==> config.mk <==
export PLATFORM = sky130hd
export DESIGN_NAME = upd7800_clkgen_flat
export DESIGN_NICKNAME = d
export VERILOG_FILES = /design/src/rtl/upd7800_clkgen_if.sv /design/src/rtl/upd7800_clkgen.sv /design/src/flat_wrapper.sv
export SDC_FILE = /design/constraint.sdc
export NUM_CORES = 1
export LEC_CHECK = 0
export CORE_MARGIN = 3
export CORE_UTILIZATION = 45
export CTS_CLUSTER_DIAMETER = 80
export CTS_CLUSTER_SIZE = 12
export DETAILED_ROUTE_END_ITERATION = 12
export PLACE_DENSITY = 0.72
export SLEW_MARGIN = 20
export SYNTH_ARGS = -nofsm -noshare
export SYNTH_HDL_FRONTEND = slang
export SYNTH_SLANG_ARGS = --single-unit
==> constraint.sdc <==
create_clock -name CLK -period 1.4 [get_ports CLK]
set_input_delay 0.28 -clock CLK [delete_from_list [all_inputs] [get_ports CLK]]
set_output_delay 0.28 -clock CLK [all_outputs]
set_load 0.02 [all_outputs]
==> src/rtl/upd7800_clkgen_if.sv <==
// Bus between the uPD7800 clock/reset generator and the core.
// The generator owns the phase strobes, levels, HOLDA and RESETB.
// The memory/cartridge side owns HOLD.
interface upd7800_clkgen_if;
  logic HOLD;
  logic CP1_POSEDGE;
  logic CP1_NEGEDGE;
  logic CP2_POSEDGE;
  logic CP2_NEGEDGE;
  logic CP1;
  logic CP2;
  logic HOLDA;
  logic RESETB;

  modport master (
    input  HOLD,
    output CP1_POSEDGE, CP1_NEGEDGE, CP2_POSEDGE, CP2_NEGEDGE,
    output CP1, CP2, HOLDA, RESETB
  );

  modport slave (
    output HOLD,
    input  CP1_POSEDGE, CP1_NEGEDGE, CP2_POSEDGE, CP2_NEGEDGE,
    input  CP1, CP2, HOLDA, RESETB
  );
endinterface

==> src/rtl/upd7800_clkgen.sv <==
// Clock-phase sequencer and reset stretcher for the uPD7800 core.
// A T-state is four quarters (Q0..Q3), each DIV clocks long. A one-clock
// strobe is issued in the first clock of every quarter.
// HOLD freezes the sequence at the T-state boundary, which is the Q0 entry.
// RESETB is held low until RST_TSTATES CP2 falling edges have been issued.
module upd7800_clkgen #(
  parameter int unsigned DIV         = 1,   // clocks per quarter, 1..16
  parameter int unsigned RST_TSTATES = 4    // T-states of RESETB extension, 1..255
) (
  input  logic            CLK,
  input  logic            RESET,
  upd7800_clkgen_if.master bus
);

  localparam int unsigned    QW      = (DIV > 1) ? $clog2(DIV) : 1;
  localparam logic [QW-1:0]  QMAX    = QW'(DIV - 1);
  localparam logic [7:0]     EXT_MAX = 8'(RST_TSTATES);

  typedef enum logic [1:0] {Q0, Q1, Q2, Q3} quarter_t;

  quarter_t      phase, phase_nxt;
  logic [QW-1:0] qcnt, qcnt_nxt;
  logic          run, run_nxt;          // 0 for the cycle after RESET is sampled
  logic [7:0]    ext_cnt, ext_cnt_nxt;  // CP2 falling edges seen since reset

  logic first;     // first clock of the current quarter
  logic boundary;  // this cycle would start a new T-state
  logic frozen;    // boundary reached with HOLD requested
  logic cp2n;

  // State register: the reset state sits at the end of Q3, so the sequence
  // restarts at Q0 once RESET is released.
  always_ff @(posedge CLK) begin
    // NOTE: state registers use non-blocking assignments so every flop
    // samples the pre-edge values regardless of statement order.
    if (RESET) begin
      phase   <= Q3;
      qcnt    <= '0;
      run     <= 1'b0;
      ext_cnt <= '0;
    end else begin
      phase   <= phase_nxt;
      qcnt    <= qcnt_nxt;
      run     <= run_nxt;
      ext_cnt <= ext_cnt_nxt;
    end
  end

  // Output decode and next-state logic. HOLD reaches the outputs only
  // through the boundary gating of CP1_POSEDGE, CP1 and HOLDA.
  always_comb begin
    // NOTE: every signal written here gets a default first so that no path
    // leaves it unassigned and no latch is inferred.
    phase_nxt   = phase;
    qcnt_nxt    = qcnt;
    run_nxt     = run;
    ext_cnt_nxt = ext_cnt;

    first    = (qcnt == '0);
    boundary = run && (phase == Q0) && first;
    frozen   = boundary && bus.HOLD;
    cp2n     = run && (phase == Q3) && first;

    bus.CP1_POSEDGE = boundary && !bus.HOLD;
    bus.CP1_NEGEDGE = run && (phase == Q1) && first;
    bus.CP2_POSEDGE = run && (phase == Q2) && first;
    bus.CP2_NEGEDGE = cp2n;
    bus.CP1         = run && (phase == Q0) && !frozen;
    bus.CP2         = run && (phase == Q2);
    bus.HOLDA       = frozen;
    bus.RESETB      = (ext_cnt == EXT_MAX);

    if (!run) begin
      // Leaving reset: the first cycle after this one is the Q0 boundary.
      run_nxt  = 1'b1;
      phase_nxt = Q0;
      qcnt_nxt  = '0;
    end else if (!frozen) begin
      if (qcnt == QMAX) begin
        qcnt_nxt = '0;
        unique case (phase)
          Q0: phase_nxt = Q1;
          Q1: phase_nxt = Q2;
          Q2: phase_nxt = Q3;
          Q3: phase_nxt = Q0;
        endcase
      end else begin
        qcnt_nxt = qcnt + 1'b1;
      end
    end

    // Reset extension counts completed T-states and saturates.
    if (cp2n && (ext_cnt != EXT_MAX)) begin
      ext_cnt_nxt = ext_cnt + 8'd1;
    end
  end

endmodule

==> src/flat_wrapper.sv <==
// flat-port wrapper written by rule: the top's interface ports become plain ports
module upd7800_clkgen_flat 
#(
  parameter int unsigned DIV         = 1,                               
  parameter int unsigned RST_TSTATES = 4                                           
)
  (CLK, RESET, bus_HOLD, bus_CP1_POSEDGE, bus_CP1_NEGEDGE, bus_CP2_POSEDGE, bus_CP2_NEGEDGE, bus_CP1, bus_CP2, bus_HOLDA, bus_RESETB);
  upd7800_clkgen_if bus_i ();
  input  logic CLK;
  input  logic RESET;
  input wire logic [$bits(bus_i.HOLD)-1:0] bus_HOLD;
  output wire logic [$bits(bus_i.CP1_POSEDGE)-1:0] bus_CP1_POSEDGE;
  output wire logic [$bits(bus_i.CP1_NEGEDGE)-1:0] bus_CP1_NEGEDGE;
  output wire logic [$bits(bus_i.CP2_POSEDGE)-1:0] bus_CP2_POSEDGE;
  output wire logic [$bits(bus_i.CP2_NEGEDGE)-1:0] bus_CP2_NEGEDGE;
  output wire logic [$bits(bus_i.CP1)-1:0] bus_CP1;
  output wire logic [$bits(bus_i.CP2)-1:0] bus_CP2;
  output wire logic [$bits(bus_i.HOLDA)-1:0] bus_HOLDA;
  output wire logic [$bits(bus_i.RESETB)-1:0] bus_RESETB;
  assign bus_i.HOLD = bus_HOLD;
  assign bus_CP1_POSEDGE = bus_i.CP1_POSEDGE;
  assign bus_CP1_NEGEDGE = bus_i.CP1_NEGEDGE;
  assign bus_CP2_POSEDGE = bus_i.CP2_POSEDGE;
  assign bus_CP2_NEGEDGE = bus_i.CP2_NEGEDGE;
  assign bus_CP1 = bus_i.CP1;
  assign bus_CP2 = bus_i.CP2;
  assign bus_HOLDA = bus_i.HOLDA;
  assign bus_RESETB = bus_i.RESETB;
  upd7800_clkgen #(.DIV(DIV), .RST_TSTATES(RST_TSTATES)) u_core (.CLK(CLK), .RESET(RESET), .bus(bus_i));
endmodule
Yosys cells after proc, flatten, opt, wreduce, memory -nomap -nowiden
Index checks and enable logic that the tools add are counted.

word-level totals
  register bits = 12
  input bits = 3
  word-level logic and storage cells = 38

operators by class
  eq/ne operators = 7
  reduce and logical (&&, ||, !) cells = 17
  muxes and demuxes = 6
  bitwise operators = 2
  add/sub/neg operators = 2

operator list
  operator             number
  $logic_and 1x1->1    12
  $add 8x1->8 const B  1
  $eq 8x3->1 const B   1
  $ne 8x3->1 const B   1
  $pmux 2 s4           1
  $mux 2               3
  $eq 2x2->1 const B   2
  $ne 2x2->1 const B   2
  $eq 2x1->1 const B   1
  $logic_not 1->1      2
  $logic_not 2->1      1
  $mux 1               2
  $not 1->1            2
  $reduce_and 2->1     1
  $reduce_or 2->1      1
  $add 1x1->1 const B  1

Depth between registers and ports, before layout
Gate-level depths: netlist of run 1.

  depth in word-level cells = 6
  mapped depth = 5
  depth with buffers taken out = 5

Worst setup path after synthesis of run 1
No wires, ideal clock.

  path type = register to register
  start point = reg u_core.ext_cnt[0]
  end point = reg u_core.ext_cnt[3]
  arrival = 1.314 ns
  stages on the path, launching flop included = 6
  setup slack = -0.038 ns
  library setup time = 0.123 ns
  required time = 1.277 ns
  cell sequence = dfxtp_1 inv_1 ha_1 nor2b_1 a211oi_1 mux2_1

between the ends
  word-level cells in the longest chain between the ends = 2

ends and longest elaborated chain
  item                                                 RTL line              RTL
  start, declared                                      upd7800_clkgen.sv:24  logic [7:0] ext_cnt, ext_cnt_nxt;
  start signal, assigned                               upd7800_clkgen.sv:45  ext_cnt <= ext_cnt_nxt;
  branches (longest 2 deep; another with $add 8x1->8)  -

Parallel ways; which one is timed is not known.
A chain may end at the register's enable or synchronous reset.

Final worst setup path of run 1
  start point = reg u_core.phase[0]
  end point = reg u_core.ext_cnt[3]

between the ends
  word-level cells in the longest chain between the ends = 4

ends and longest elaborated chain
  item                             RTL line              RTL
  start, declared                  upd7800_clkgen.sv:21  quarter_t phase, phase_nxt;
  start signal, assigned           upd7800_clkgen.sv:42  phase <= phase_nxt;
  $eq 2x2->1                       upd7800_clkgen.sv:62  cp2n = run && (phase == Q3) && first;
  $logic_and 1x1->1 (2 in series)  upd7800_clkgen.sv:62
  $logic_and 1x1->1                upd7800_clkgen.sv:93  if (cp2n && (ext_cnt != EXT_MAX)) begin

Every way passes these cells.

==> results of run 1 <==
power groups by stage:
stage               clock network [mW]  logic, mW  registers, mW
floorplan                            0     0.0778          0.338
detailed placement                   0      0.148          0.339
CTS                              0.239      0.184          0.339
finish                           0.239      0.200          0.340
global placement                     0      0.146          0.339
global route                     0.255      0.217          0.341
worst max-delay path, stage by stage (launching register included):
cell and delay, ps:
dfxtp_2 360, buf_6 110, ha_4 120, nand4_1 140, buf_4 200, a211oi_2 170
mux2_1 340
layout by cell type (no fill, tap or decap), types with 3 or more instances in the layout:
| cell | Yosys | layout |
|---|---|---|
| buf_6 | 0 | 6 |
| nand2_1 | 7 | 6 |
| nor2_1 | 7 | 6 |
| ha_4 | 0 | 4 |
| dfxtp_2 | 0 | 4 |
| buf_4 | 2 | 26 |
| clkbuf_4 | 0 | 3 |
| o21ai_0 | 4 | 4 |
| inv_1 | 8 | 4 |
| dfxtp_1 | 11 | 6 |
| inv_2 | 0 | 3 |
layer usage:
layer / up-vias / track usage [%]
met5: - / 0
met3: 9 / 8.71
met2: 15 / 39.0
met1: 332 / 25.6
met4: 0 / 16.9
li1: 327 / -
per-stage QoR:
stage          hold WS (ps)  utilization [%]
2_1_floorplan           465                -
5_1_grt                 603             81.8
3_5_place_dp            542             67.2
3_3_place_gp            523             67.2
6_report                559             81.8
4_1_cts                 563             79.3
timing repair:
item	CTS	global route
gates resized for setup	71	10
pin swaps	11	5
buffers inserted	5	1
setup endpoints to repair	15	15
area by class of cell:
type | count | area share [%]
clock buffer | 3 | 2.06
inverter | 8 | 2.98
multi-input combinational | 53 | 45.4
timing repair buffer | 35 | 26.4
sequential | 11 | 21.0
clock inverter | 1 | 0.459
tap | 15 | 1.72
cells by family (layout without fill, tap and decap cells):
logic type	count (synthesis)	after routing	share of synthesized area, %
muxes	5	5	9.07
adders and majority gates	6	6	11.6
buffers and inverters	12	47	8.30
and+or+nand+nor	31	31	26.4
AOI/OAI and AO/OA	11	11	10.6
DFF	11	11	34.0
worst min path at each step:
stage | from | end | slack (ps) | cells after the start
global route | u_core.phase[1]$_SDFFE_PP1P_ | u_core.phase[1]$_SDFFE_PP1P_ | 600 | 2
CTS | u_core.phase[1]$_SDFFE_PP1P_ | u_core.phase[1]$_SDFFE_PP1P_ | 560 | 2
finish | u_core.phase[1]$_SDFFE_PP1P_ | u_core.phase[1]$_SDFFE_PP1P_ | 560 | 2
floorplan | u_core.ext_cnt[1]$_SDFFE_PP0P_ | u_core.ext_cnt[1]$_SDFFE_PP0P_ | 460 | 2
global placement | u_core.phase[1]$_SDFFE_PP1P_ | u_core.phase[1]$_SDFFE_PP1P_ | 520 | 2
detailed placement | u_core.phase[1]$_SDFFE_PP1P_ | u_core.phase[1]$_SDFFE_PP1P_ | 540 | 2
state kept, by name, summed over array words and instances (netlist names):
| name | count |
|---|---|
| u_core.run | 1 |
| u_core.ext_cnt | 8 |
| u_core.phase | 2 |
==> results_dict.tcl, run 1 <==
set metrics [dict create \
    status "finished, violations left" \
    violations "negative setup slack" \
    synthFlopType "dfxtp_1" \
    viasPerCell 5.42 \
    dp_slack_ps -440 \
    reg2reg_from "u_core.phase[0]$_SDFFE_PP1P_" \
    n_antenna_cell 0 \
    ys_top_cells_by_count "dfxtp_1, inv_1, nand2_1, nor2_1, ha_1" \
    drc 0 \
    r2r-end "u_core.ext_cnt[3]$_SDFFE_PP0P_" \
    syn_area_per_cell_sq_um 8.53 \
    drive_above_1_share_pct 61.3 \
    cts_sinks 11 \
    seq_area_sq_um 229 \
    seqPwrFrac_pct 43.6 \
    port_buffers 10 \
    die_x_um 44.0 \
    worstPathArrival_ps 1740 \
    syn_to_final_growth_pct 68.3 \
    core_sq_mm 0.00133 \
    period_share_pct 111 \
    ir_drop_v 0.000432 \
    postCtsHoldBufs 0 \
    synth_top_area_share_pct 34.0 \
    wl_met3_um 83 \
    netlist_area_sq_um 648 \
    placed_cells 117 \
    r2r_slack_ps -160 \
    grt_pass1_vias 703 \
    critPathRequiredTime_ps 1580 \
    synth.distinct_cells 28 \
    ios 11 \
    cts_tree "built" \
    hold_viol 0 \
    clkPwrFrac_pct 30.7 \
    worstSetupStartpoint "u_core.phase[0]$_SDFFE_PP1P_" \
    syn-num-nets 85 \
    p_int_mw 0.537 \
    slew_headroom_pct 79.7 \
    period_needed_ps 1560 \
    dpl.hpwl_mm 1.07 \
    p_switching_mw 0.242 \
    num-nets-final 121 \
    p_sw_share_pct 31.1 \
    cts_buffer_depth 2 \
    ys_seq_elements 11 \
    antenna_found_initial 0 \
    maxSlewViolCount 0 \
    topRoutingLayerUsed "met4" \
    drtAntennaViolNets 0 \
    stdcell_count 126 \
    hp-class "reg2reg" \
    clock_skew_ps 6.06 \
    rows 13 \
    start_util_pct 48.6 \
    yosysMostFrequentCell "dfxtp_1" \
    wl_met1_um 828 \
    clock.fmax_mhz 641 \
    dr_wl_met2_mm 1.12 \
    n_fill_cell 78 \
    routedWlPerCell_um 16.8 \
    grt_remaining_overflow 0 \
    synth_edf_count 0 \
    worstPathMaxFanout 3 \
    endpoint_kind "register" \
    place_area_sq_um 896 \
    track_usage_pct 24.1 \
    combPwrFrac_pct 25.7 \
    worst_r2r_path_depth 6 \
    tightest_slew_ps 302 \
    numCtsBuffers 3 \
    dieArea_sq_mm 0.00193 \
    grt_pass1_wl_mm 3.29 \
    seq_area_frac_synth_pct 34.0 \
    synth-async-reset-ratio_pct 0 \
    power_density_mw_per_mm2 714 \
    dr_total_vias 683 \
    worstSkewPairLatency_ps 290 \
    clk_pin_slew_worst_paths_ps 80 \
    cts-root-buf "clkbuf_4" \
    criticalPathCategory "reg2reg" \
    timing.final.ws_setup_ps -159 \
    drtPass1Iterations 4 \
    gp_congestion 0.764 \
    syn_inst 76 \
    die_y_um 44.0 \
    setup_viol 14 \
    synthDominantAreaCellType "dfxtp_1" \
    p_leak_nw 0.492 \
    max_cap_violations 0 \
    wl_mm 2.12 \
    htreeDepth 1 \
    multi_input_comb_area_sq_um 495 \
    stdcell_area_sq_mm 0.00109 \
    power_mw 0.779 \
    cp-start-kind "register" \
    fin_setup_tns_ps -1080 \
    synthTopCellsByArea "dfxtp_1, ha_1, inv_1, nand2_1, nor2_1" \
    rsz0062_at_grt "true" \
    first_iter_violations 5 \
    synth_warnings 0 \
    crit_end "u_core.ext_cnt[3]$_SDFFE_PP0P_" \
    grt_max_degree 8 \
]
(Power assumes the default switching activity.)
==> inputs of run 2 (changes only) <==
--- a/config.mk
+++ b/config.mk
@@ -6,11 +6,11 @@
 export NUM_CORES = 1
 export LEC_CHECK = 0
 export CORE_MARGIN = 3
-export CORE_UTILIZATION = 45
+export CORE_UTILIZATION = 49
 export CTS_CLUSTER_DIAMETER = 80
 export CTS_CLUSTER_SIZE = 12
 export DETAILED_ROUTE_END_ITERATION = 12
-export PLACE_DENSITY = 0.72
+export PLACE_DENSITY = 0.75
 export SLEW_MARGIN = 20
 export SYNTH_ARGS = -nofsm -noshare
 export SYNTH_HDL_FRONTEND = slang
==> constraint.sdc (replaced) <==
create_clock -name CLK -period 1.7 [get_ports CLK]
set_input_delay 0.34 -clock CLK [delete_from_list [all_inputs] [get_ports CLK]]
set_output_delay 0.34 -clock CLK [all_outputs]
set_load 0.02 [all_outputs]
==> run 2 against run 1 <==
  * The flow now finishes without violations
  * First-iteration DRC count grew to 3.0 times the previous value
  * Hold slack got worse by 43 ps
  * Register-to-register slack better by 250 ps
  * Clock power decreased by 24%
  * Critical endpoint is now bus_CP2_POSEDGE
==> results_dict.tcl, run 2 (synthesized netlist as in run 1, its figures left out) <==
set metrics [dict create \
    cts_buffer_depth 2 \
    grt_max_degree 12 \
    dieArea_sq_mm 0.00180 \
    grt_pass1_wl_mm 2.35 \
    routedWlPerCell_um 11.9 \
    seqPwrFrac_pct 48.9 \
    stdcell_area_sq_um 848 \
    worstSkewPairLatency_ps 270 \
    criticalPathCategory "reg2out" \
    track_usage_pct 17.1 \
    n_fill_cell 94 \
    syn_to_final_growth_pct 30.9 \
    p_switching_mw 0.155 \
    critPathRequiredTime_ps 1360 \
    min_from "u_core.ext_cnt[6]$_SDFFE_PP0P_" \
    crit_end "bus_CP2_POSEDGE" \
    die_y_um 42.4 \
    die_x_um 42.4 \
    drtPass1Iterations 4 \
    maxSlewViolCount 0 \
    antenna_found_initial 0 \
    postCtsHoldBufs 0 \
    start_util_pct 55.3 \
    combPwrFrac_pct 19.0 \
    clkPwrFrac_pct 32.1 \
    htreeDepth 1 \
    power_density_mw_per_mm2 668 \
    core_sq_mm 0.00117 \
    grt_remaining_overflow 0 \
    period_share_pct 96.0 \
    multi_input_comb_area_sq_um 385 \
    ir_drop_v 0.000402 \
    p_sw_share_pct 27.3 \
    place_area_sq_um 825 \
    drc 0 \
    rows 12 \
    gp_congestion 0.806 \
    cts-root-buf "clkbuf_4" \
    grt_pass1_vias 547 \
    num-nets-final 107 \
    numCtsBuffers 3 \
    tightest_slew_ps 388 \
    setup_viol 0 \
    cts_sinks 11 \
    final_common_cell "buf_4" \
    wl_mm 1.32 \
    n_antenna_cell 0 \
    p_leak_nw 0.386 \
    mostFrequentLayoutCells "buf_4, inv_1, dfxtp_1" \
    seq_area_sq_um 224 \
    regMostFlops "u_core.ext_cnt" \
    status "finished clean" \
    worstSetupStartpoint "u_core.phase[0]$_SDFFE_PP1P_" \
    worstPathMaxFanout 3 \
    dpl.hpwl_um 997 \
    cp-start-kind "register" \
    dr_total_vias 575 \
    slew_headroom_pct 74.0 \
    hp-class "reg2reg" \
    max_cap_violations 0 \
    dp_slack_ps -265 \
    p_int_mw 0.412 \
    clock_skew_ps 6.72 \
    period_needed_ps 1630 \
    reg2reg_from "u_core.ext_cnt[0]$_SDFFE_PP0P_" \
    r2r_slack_ps 90 \
    drtAntennaViolNets 0 \
    r2r-end "u_core.ext_cnt[3]$_SDFFE_PP0P_" \
    port_buffers 10 \
    worst_r2r_path_depth 6 \
    worstPathArrival_ps 1290 \
    clock.fmax_mhz 613 \
    top_regs "u_core.ext_cnt (8), u_core.phase (2), u_core.run (1)" \
    endpoint_kind "output port" \
    cts_tree "built" \
    largest_reg_flops 8 \
    hold_viol 0 \
    ios 11 \
    viasPerCell 5.18 \
    clk_pin_slew_worst_paths_ps 80 \
    drive_above_1_share_pct 34.0 \
    first_iter_violations 15 \
    timing.final.ws_setup_ps 68.1 \
]
## run 2: through the flow
step	utilization (%)	hold WS, ps	TNS, ps	cells	total power, mW
after floorplan	-	465	0	76	0.342
after global placement	70.4	492	-642	107	0.389
after detailed placement	70.4	497	-695	107	0.393
after CTS	72.8	508	0	111	0.572
after global routing	72.4	563	-19.1	111	0.604
final	72.4	516	0	111	0.566
## run 2: repair_timing
action	4_1_cts	5_1_grt
buffers inserted	0	0
setup endpoints to repair	8	6
endpoints found under the hold margin	0	0
gates resized for setup	23	12
## run 2: routing by layer
metal | vias to the layer above | wire length, um | global-route usage (%)
met5 | - | 0 | 0
met4 | 0 | 14 | 9.94
met3 | 2 | 54 | 4.29
met2 | 15 | 642 | 24.3
met1 | 257 | 610 | 23.1
li1 | 301 | - | -
## run 2: worst min path at each step
stage | to | slack [ps] | depth (start not counted)
floorplan | u_core.ext_cnt[1]$_SDFFE_PP0P_ | 460 | 2
global placement | u_core.ext_cnt[6]$_SDFFE_PP0P_ | 490 | 2
detailed placement | u_core.ext_cnt[6]$_SDFFE_PP0P_ | 500 | 2
CTS | u_core.ext_cnt[6]$_SDFFE_PP0P_ | 510 | 2
global route | u_core.ext_cnt[6]$_SDFFE_PP0P_ | 560 | 2
finish | u_core.ext_cnt[6]$_SDFFE_PP0P_ | 520 | 2
## run 2: power groups by stage
stage	logic, mW	clock network, mW	registers [mW]
after floorplan	0.0636	0	0.279
after global routing	0.122	0.203	0.279
after global placement	0.108	0	0.281
after detailed placement	0.111	0	0.282
final	0.108	0.182	0.277
after CTS	0.107	0.189	0.276
## run 2: layout make-up
cell class                      count  area share, %
Inverter                            8           3.54
Tap cell                           14           2.06
Multi-Input combinational cell     53           45.4
Clock buffer                        4           3.10
Sequential cell                    11           26.4
Timing Repair Buffer               21           19.5
## run 2: critical path: stages, from the launching register on
cell	delay (ps)
dfxtp_2	350
inv_1	70
ha_1	210
and2_1	150
clkdlybuf4s15_2	250
